<file path="config.mk">
export PLATFORM = sky130hd
export DESIGN_NAME = mm_uart_tx
export DESIGN_NICKNAME = d
export VERILOG_FILES = /design/src/rtl/mm_uart_tx.sv
export SDC_FILE = /design/constraint.sdc
export NUM_CORES = 1
export LEC_CHECK = 0
export ABC_AREA = 1
export BUFFER_PORTS_ARGS = -buffer_cell sky130_fd_sc_hd__buf_2
export CORE_AREA = 2 2 140 142
export DETAILED_ROUTE_END_ITERATION = 10
export DIE_AREA = 0 0 142 144
export PLACE_DENSITY = 0.85
export SLEW_MARGIN = 15
export SYNTH_ARGS = -nofsm -noshare
export SYNTH_HDL_FRONTEND = slang
export SYNTH_SLANG_ARGS = --single-unit
</file>
<file path="constraint.sdc">
create_clock -name clk -period 2.8 [get_ports clk]
set_clock_uncertainty 0.2 [all_clocks]
set_input_delay 0.56 -clock clk [delete_from_list [all_inputs] [get_ports clk]]
set_output_delay 0.56 -clock clk [all_outputs]
set_load 0.1 [all_outputs]
</file>
<file path="src/rtl/mm_uart_tx.sv">
// mm_uart_tx: memory-mapped 8N1 UART transmitter with TX FIFO; clk/reset_n, bus select/wstrb/addr/data_i -> ready/data_o, serial tx
module mm_uart_tx #(
  parameter int          FIFO_DEPTH  = 16,
  parameter logic [15:0] DEFAULT_DIV = 16'd234
) (
  input  logic        clk,
  input  logic        reset_n,
  input  logic        select,
  input  logic [3:0]  wstrb,
  input  logic [3:0]  addr,
  input  logic [31:0] data_i,
  output logic        ready,
  output logic [31:0] data_o,
  output logic        tx
);
  localparam int AW = $clog2(FIFO_DEPTH);
  typedef enum logic [1:0] {IDLE, START, DATA, STOP} state_t;
  state_t        state;
  logic [7:0]    mem [FIFO_DEPTH];
  logic [AW-1:0] wptr, rptr;
  logic [AW:0]   count;
  logic          ovf;
  logic [15:0]   div, cnt, div_new;
  logic [2:0]    bitn;
  logic [7:0]    sh;
  logic          commit, push, push_ok, pop, full, empty, bit_end, ovf_clr, div_wr;
  logic [31:0]   rdata;
  logic          unused_ok;
  assign unused_ok = ^{data_i[31:16], addr[1:0], wstrb[3:2]};
  always_comb begin
    commit  = select & ~ready;
    full    = count == (AW+1)'(FIFO_DEPTH);
    empty   = count == '0;
    bit_end = cnt == 16'd0;
    push    = commit & addr[3:2] == 2'd0 & wstrb[0];
    pop     = ~empty & (state == IDLE | (state == STOP & bit_end));
    push_ok = push & (~full | pop);
    ovf_clr = commit & addr[3:2] == 2'd1 & wstrb[0] & data_i[3];
    div_wr  = commit & addr[3:2] == 2'd2 & |wstrb[1:0];
    div_new = {wstrb[1] ? data_i[15:8] : div[15:8], wstrb[0] ? data_i[7:0] : div[7:0]};
    rdata   = addr[3:2] == 2'd1 ? 32'({count, 4'b0, ovf, empty, full, state != IDLE}) :
              addr[3:2] == 2'd2 ? {16'd0, div} : 32'd0;
  end
  always_ff @(posedge clk)
    if (push_ok) mem[wptr] <= data_i[7:0];
  always_ff @(posedge clk or negedge reset_n) begin
    if (!reset_n) begin
      ready  <= 1'b0;
      data_o <= 32'd0;
      tx     <= 1'b1;
      wptr   <= '0;
      rptr   <= '0;
      count  <= '0;
      ovf    <= 1'b0;
      div    <= DEFAULT_DIV;
      state  <= IDLE;
      cnt    <= 16'd0;
      bitn   <= 3'd0;
      sh     <= 8'd0;
    end else begin
      ready <= commit;
      if (commit) data_o <= rdata;
      if (push_ok) wptr <= wptr + 1'b1;
      if (pop) rptr <= rptr + 1'b1;
      count <= count + (AW+1)'(push_ok) - (AW+1)'(pop);
      if (push & ~push_ok) ovf <= 1'b1;
      else if (ovf_clr) ovf <= 1'b0;
      if (div_wr) div <= div_new < 16'd2 ? 16'd2 : div_new;
      tx <= state == START ? 1'b0 : state == DATA ? sh[0] : 1'b1;
      case (state)
        IDLE: if (pop) begin
          sh    <= mem[rptr];
          cnt   <= div - 16'd1;
          state <= START;
        end
        START: if (bit_end) begin
          cnt   <= div - 16'd1;
          bitn  <= 3'd0;
          state <= DATA;
        end else cnt <= cnt - 16'd1;
        DATA: if (bit_end) begin
          cnt   <= div - 16'd1;
          sh    <= {1'b0, sh[7:1]};
          bitn  <= bitn + 3'd1;
          state <= bitn == 3'd7 ? STOP : DATA;
        end else cnt <= cnt - 16'd1;
        STOP: if (bit_end) begin
          cnt   <= div - 16'd1;
          sh    <= pop ? mem[rptr] : sh;
          state <= pop ? START : IDLE;
        end else cnt <= cnt - 16'd1;
        default: state <= IDLE;
      endcase
    end
  end
endmodule

</file>
==> flow_metrics.tcl, run 1 <==
set metrics [dict create \
    setup_viol 1 \
    grt_pass1_vias 8124 \
    synth_enable_flop_cells 128 \
    cp-start-kind "flip-flop" \
    synthFlopType "edfxtp_1" \
    synth_area_leaders "edfxtp_1 (38%), dfrtp_1 (17%), nand2_1 (13%)" \
    layout_commonest_cell "nand2_1" \
    slew_headroom_pct 40.1 \
    place_inst 1444 \
    root_buffer "clkbuf_16" \
    critical_path_class "reg2reg" \
    fmaxAchievable_mhz 346 \
    core_area_sq_um 19100 \
    synth-async-reset-ratio_pct 37.6 \
    rrSetupSlack_ps -90 \
    via_per_inst 5.61 \
    synth_top_cell_by_area "edfxtp_1" \
    cts_tree "done" \
    dr.pass1.iters 6 \
    finalCritPeriodShare_pct 103 \
    fin_cells 1492 \
    ioPinCount 77 \
    syn_avg_cell_area_sq_um 8.80 \
    crit_path_end_kind "flip-flop" \
    gp_congestion 0.880 \
    antenna_found_initial 0 \
    fin_hold_ws_ps -33.5 \
    worst_ir_drop_vdd_uv 701 \
    reg2reg_depth 19 \
    areaGrowthSynthToFinish_pct 13.8 \
    worstSkewPairLatency_ps 530 \
    finalPower_mw 8.41 \
    nFillCells 1364 \
    ys_seq_area_share_pct 56.5 \
    row_count 51 \
    leakage_nw 5.28 \
    grt_pass1_wl_um 40700 \
    route.vias.total 8363 \
    hold_violations 32 \
    cts-hold-fix-buffers 0 \
    grtUsageTotal_pct 25.6 \
    fp.dieW_um 142 \
    cts.sinks 205 \
    synth_cell_types 38 \
    worst_slew_pin_slew_ps 898 \
    grt_max_degree 69 \
    drt-initial-drc-count 1030 \
    regToRegStartpoint "cnt[1]" \
    rsz0062_at_grt "yes" \
    violations "negative hold slack, negative setup slack" \
    critPathMaxStageDelay_ps 400 \
    cts_buffer_depth 3 \
    worst_slack_ps -87.1 \
    start_util_pct 53.6 \
    drv_cap 0 \
    grt_overflow 0 \
    numPortBuffers 40 \
    worstPathCellList "inv_2 > ha_4 > inv_2 > nor2_2 > nand2_1 > nor2_2 > nand3_2 > nand2_2 > nand2_4 > nand2_4 > nand2_4 > nand2_4 > nand2_4 > ha_4 > fa_2 > a21oi_2 > nor2_1 > nor2_1 > xor2_1" \
    powerDensity_nw_per_um2 723 \
    yosysWarnings 0 \
    postRouteWirelength_um 26000 \
    fp.dieH_um 144 \
    required_ps 3030 \
    synth_area_sq_um 10200 \
    drv_slew 0 \
    r2r-end "count[4]" \
    drtAntennaViolNets 0 \
    numCtsBuffers 20 \
    synth_top_area_share_pct 37.6 \
    register_area_sq_um 5780 \
    cp_max_fo 3 \
    period_needed_ps 2890 \
    ys_seq_elements 205 \
    cts-htree-levels 1 \
    slowest_stage "dfrtp_1" \
    dp_hpwl_um 16100 \
    crit_arrival_ps 3110 \
    synthCells 1162 \
    final_nets 1304 \
    cpMostUsedCell "nand2_4" \
    drc 0 \
    clkSlewWorstSetupHoldPaths_ps 70 \
    die_area_sq_um 20400 \
    multi_input_area_sq_um 3670 \
    layout_common_cells "nand2_1 (360), inv_1 (149), nand3_1 (142), edfxtp_1 (128)" \
    hold_path.class "in2async" \
    drive_gt1_share_pct 13.1 \
    status "complete, but fails checks" \
    routedWlPerCell_um 17.5 \
]
## report_power, final
group	total [mW]	switching [mW]	internal [mW]
registers	3.78	0.265	3.51
clock network	2.69	1.16	1.53
logic	1.94	1.38	0.567
## sequential cells by signal, indices dropped and copies added (netlist names), 4 cells and up
signal,count
wptr,4
div,16
rptr,4
cnt,16
mem,128
sh,8
count,5
data_o,16
## metal layers
| layer | up-vias | part of all wire [%] | track usage (%) |
|---|---|---|---|
| met5 | - | 0 | 0 |
| met4 | 0 | 5.2 | 14.2 |
| met3 | 97 | 9.4 | 3.64 |
| met2 | 507 | 48 | 42.2 |
| met1 | 3883 | 37 | 32.8 |
| li1 | 3876 | - | - |
## how the worst max path moves through the flow
stage / from / endpoint / slack (ps) / cells after the start
floorplan: ready / count[4] / -30 / 12
CTS: cnt[1] / count[4] / 20 / 19
detailed placement: cnt[1] / count[4] / 4 / 19
global route: cnt[1] / count[4] / -210 / 19
finish: cnt[1] / count[4] / -90 / 19
global placement: cnt[1] / count[4] / 60 / 19
## final cells by class
| type | count | area share, % |
|---|---|---|
| flip-flops and latches | 205 | 49.7 |
| multi-input cells | 759 | 31.6 |
| clock buffers | 29 | 4.93 |
| repair buffers | 96 | 5.46 |
| well taps | 238 | 2.56 |
| clock inverters | 7 | 0.699 |
| inverters | 157 | 5.08 |
| diodes | 1 | 0.0215 |
## cells in the mapped netlist (16+ instances only)
cell	number
buf_2	17
nor2_1	68
nand3_1	143
xor2_1	17
o21ai_0	69
clkbuf_1	18
nand2_1	362
inv_1	153
edfxtp_1	128
ha_1	21
dfrtp_1	71
buf_4	16
## stage by stage
| stage | utilization, % | TNS, ps | worst slack (ps) | instance area [sq um] |
|---|---|---|---|---|
| floorplan | - | -28.0 | -28.0 | 10300 |
| global placement | 56.9 | 0 | 63.6 | 10900 |
| detailed placement | 56.9 | 0 | 4.29 | 10900 |
| CTS | 60.6 | 0 | 16.9 | 11600 |
| global route | 61.0 | -243 | -206 | 11600 |
| finish | 61.0 | -87.1 | -87.1 | 11600 |
## kinds of logic (layout without fill, tap and decap cells)
| group | count (synthesis) | count (layout) | share of synthesized area, % |
|---|---|---|---|
| simple gates | 608 | 608 | 25.2 |
| buf+inv | 213 | 289 | 8.69 |
| flops | 205 | 205 | 56.5 |
| compound gates | 93 | 93 | 5.12 |
| fa+ha+maj | 22 | 22 | 2.77 |
| xor+xnor | 20 | 20 | 1.71 |
| other cells | 1 | 17 | 0.0367 |
## worst max-delay path: cells and delay by family (launching register included)
family | cells | cell delay (ps)
buffers and inverters | 2 | 130
AOI/OAI and AO/OA | 1 | 150
xor gates and xnor gates | 1 | 170
adders and majority gates | 3 | 660
DFF | 1 | 400
and+or+nand+nor | 12 | 1090
## what timing repair did
action                                  CTS  global route
hold endpoints to repair                  0             0
pin swaps                                 4             9
endpoints found under the setup margin    1            29
setup buffers                             5             6
resized for setup                         3             9
(Power assumes the default switching activity.)
==> run 2, diff against run 1 <==
--- a/config.mk
+++ b/config.mk
@@ -10,7 +10,7 @@
 export CORE_AREA = 2 2 140 142
 export DETAILED_ROUTE_END_ITERATION = 10
 export DIE_AREA = 0 0 142 144
-export PLACE_DENSITY = 0.85
+export PLACE_DENSITY = 0.82
 export SLEW_MARGIN = 15
 export SYNTH_ARGS = -nofsm -noshare
 export SYNTH_HDL_FRONTEND = slang
==> constraint.sdc (replaced) <==
create_clock -name clk -period 3 [get_ports clk]
set_clock_uncertainty 0.2 [all_clocks]
set_input_delay 0.6 -clock clk [delete_from_list [all_inputs] [get_ports clk]]
set_output_delay 0.6 -clock clk [all_outputs]
set_load 0.1 [all_outputs]
==> run 2 against run 1 <==
Against the previous run: the run now ends clean; clock power is 10% lower; design area shrank 0.84%; via count fell by 3.0%; hold slack better by 280 ps; sequential share of layout area is 0.40 points higher; sequential power fell by 7.4%; utilization is 0.51 points lower; critical path depth is the same; total power is 9.5% lower; critical endpoint unchanged.
==> flow_metrics.tcl, run 2 (same netlist as run 1, synthesis figures left out) <==
set metrics [dict create \
    status "finished clean" \
    dr.pass1.iters 5 \
    finalPower_mw 7.61 \
    grt_max_degree 67 \
    ioPinCount 77 \
    period_needed_ps 2990 \
    postRouteWirelength_um 24400 \
    min_from "select" \
    pwr-share-comb_pct 22.4 \
    root_buffer "clkbuf_16" \
    worst_ir_drop_vdd_uv 598 \
    worst_slew_pin_slew_ps 558 \
    drtAntennaViolNets 0 \
    die_area_sq_um 20400 \
    fp.dieH_um 144 \
    layout_commonest_cell "nand2_1" \
    hold_violations 0 \
    antenna_found_initial 0 \
    fmaxAchievable_mhz 334 \
    route.vias.total 8111 \
    rsz0062_at_grt "yes" \
    numPortBuffers 40 \
    slew_headroom_pct 62.5 \
    pwr-share-seq_pct 46.0 \
    fin_tns_setup_ps 0 \
    dp_hpwl_um 15900 \
    cts_buffer_depth 3 \
    hold_path.class "in2reg" \
    utilization_pct 60.5 \
    numCtsBuffers 21 \
    cts.sinks 205 \
    nFillCells 1475 \
    routedWlPerCell_um 16.4 \
    grt_pass1_vias 7728 \
    drc 0 \
    reg2reg_depth 19 \
    critical_path_class "reg2reg" \
    r2r-end "count[4]" \
    fin_hold_ws_ps 245 \
    drv_slew 0 \
    finalCritPeriodShare_pct 99.7 \
    cts_tree "done" \
    internal-power_mw 5.08 \
    fp.dieW_um 142 \
    grt_overflow 0 \
    grt_pass1_wl_um 38600 \
    via_per_inst 5.46 \
    crit_arrival_ps 3210 \
    core_area_sq_um 19100 \
    crit_path_start "cnt[1]" \
    rrSetupSlack_ps 8 \
    largest_reg_flops 128 \
    cp_max_fo 4 \
    drt-initial-drc-count 663 \
    endpoint "count[4]" \
    setup_viol 0 \
    max_flop_register "mem" \
    swShare_pct 33.3 \
    regToRegStartpoint "cnt[1]" \
    areaGrowthSynthToFinish_pct 12.9 \
    p_sw_mw 2.53 \
    layout_common_cells "nand2_1 (360), inv_1 (149), nand3_1 (143), edfxtp_1 (128)" \
    powerDensity_nw_per_um2 660 \
    p_clk_share_pct 31.6 \
    clkSlewWorstSetupHoldPaths_ps 70 \
    start_util_pct 53.6 \
    leakage_nw 5.23 \
    cts-htree-levels 1 \
    n_antenna_cell 0 \
    required_ps 3220 \
    drive_gt1_share_pct 12.7 \
    row_count 51 \
    gp_congestion 0.873 \
    drv_cap 0 \
    crit_path_end_kind "flip-flop" \
    final_nets 1297 \
    grtUsageTotal_pct 24.1 \
    cp-start-kind "flip-flop" \
    worstSkewPairLatency_ps 510 \
]
[run 2: power groups by stage]
stage	Sequential [mW]	Clock, mW	Combinational [mW]
3_5_place_dp	3.54	0	1.56
5_1_grt	3.53	2.53	1.89
4_1_cts	3.49	2.43	1.60
6_report	3.50	2.41	1.71
3_3_place_gp	3.53	0	1.51
2_1_floorplan	3.75	0	0.960
[run 2: worst min path at each step]
stage | to | cells past startpoint
floorplan | bitn[0] | 0
global placement | bitn[1] | 2
detailed placement | sh[7] | 2
CTS | ready | 4
global route | ready | 4
finish | ready | 4
[run 2: timing repair]
action / 4_1_cts / 5_1_grt
setup buffers: 0 / 6
setup endpoints to repair: 0 / 1
hold buffers: 1 / 0
endpoints found under the hold margin: 33 / 0
gates resized for setup: 0 / 12
[run 2: area by class of cell]
class / count / area, sq um / area share, %
Sequential cell: 205 / 5780 / 50.1
Multi-Input combinational cell: 759 / 3650 / 31.7
Timing Repair Buffer: 88 / 591 / 5.12
Inverter: 157 / 589 / 5.11
Clock buffer: 23 / 533 / 4.62
Tap cell: 238 / 298 / 2.58
Clock inverter: 15 / 97.6 / 0.846
[run 2: metrics by stage]
step                      area, sq um  std cells  worst slack (ps)
after detailed placement        10800       1440              34.0
final                           11500       1485              8.44
after CTS                       11500       1479              12.9
after global routing            11500       1485              -190
after floorplan                 10300       1177               131
after global placement          10800       1440               139
[run 2: worst max-delay path, stage by stage (launching register included)]
cell and delay (ps):
dfrtp_1 380, inv_2 100, ha_4 140, inv_2 30, nor2_2 80, nand2_1 60
nor2_2 160, nand3_2 120, nand2_2 110, nand2_4 80, nand2_4 80, nand2_4 60
nand2_2 90, nand2_2 80, ha_4 170, fa_2 380, a21oi_2 150, nor2_1 60
nor2_1 160, xor2_1 210
[run 2: per-layer routing]
| layer | share of wire, % | track usage, % | routed length, um |
|---|---|---|---|
| met5 | 0 | 0 | 0 |
| met4 | 3.4 | 9.68 | 821 |
| met3 | 8.6 | 4.24 | 2110 |
| met2 | 48 | 39.8 | 11800 |
| met1 | 40 | 32.0 | 9670 |
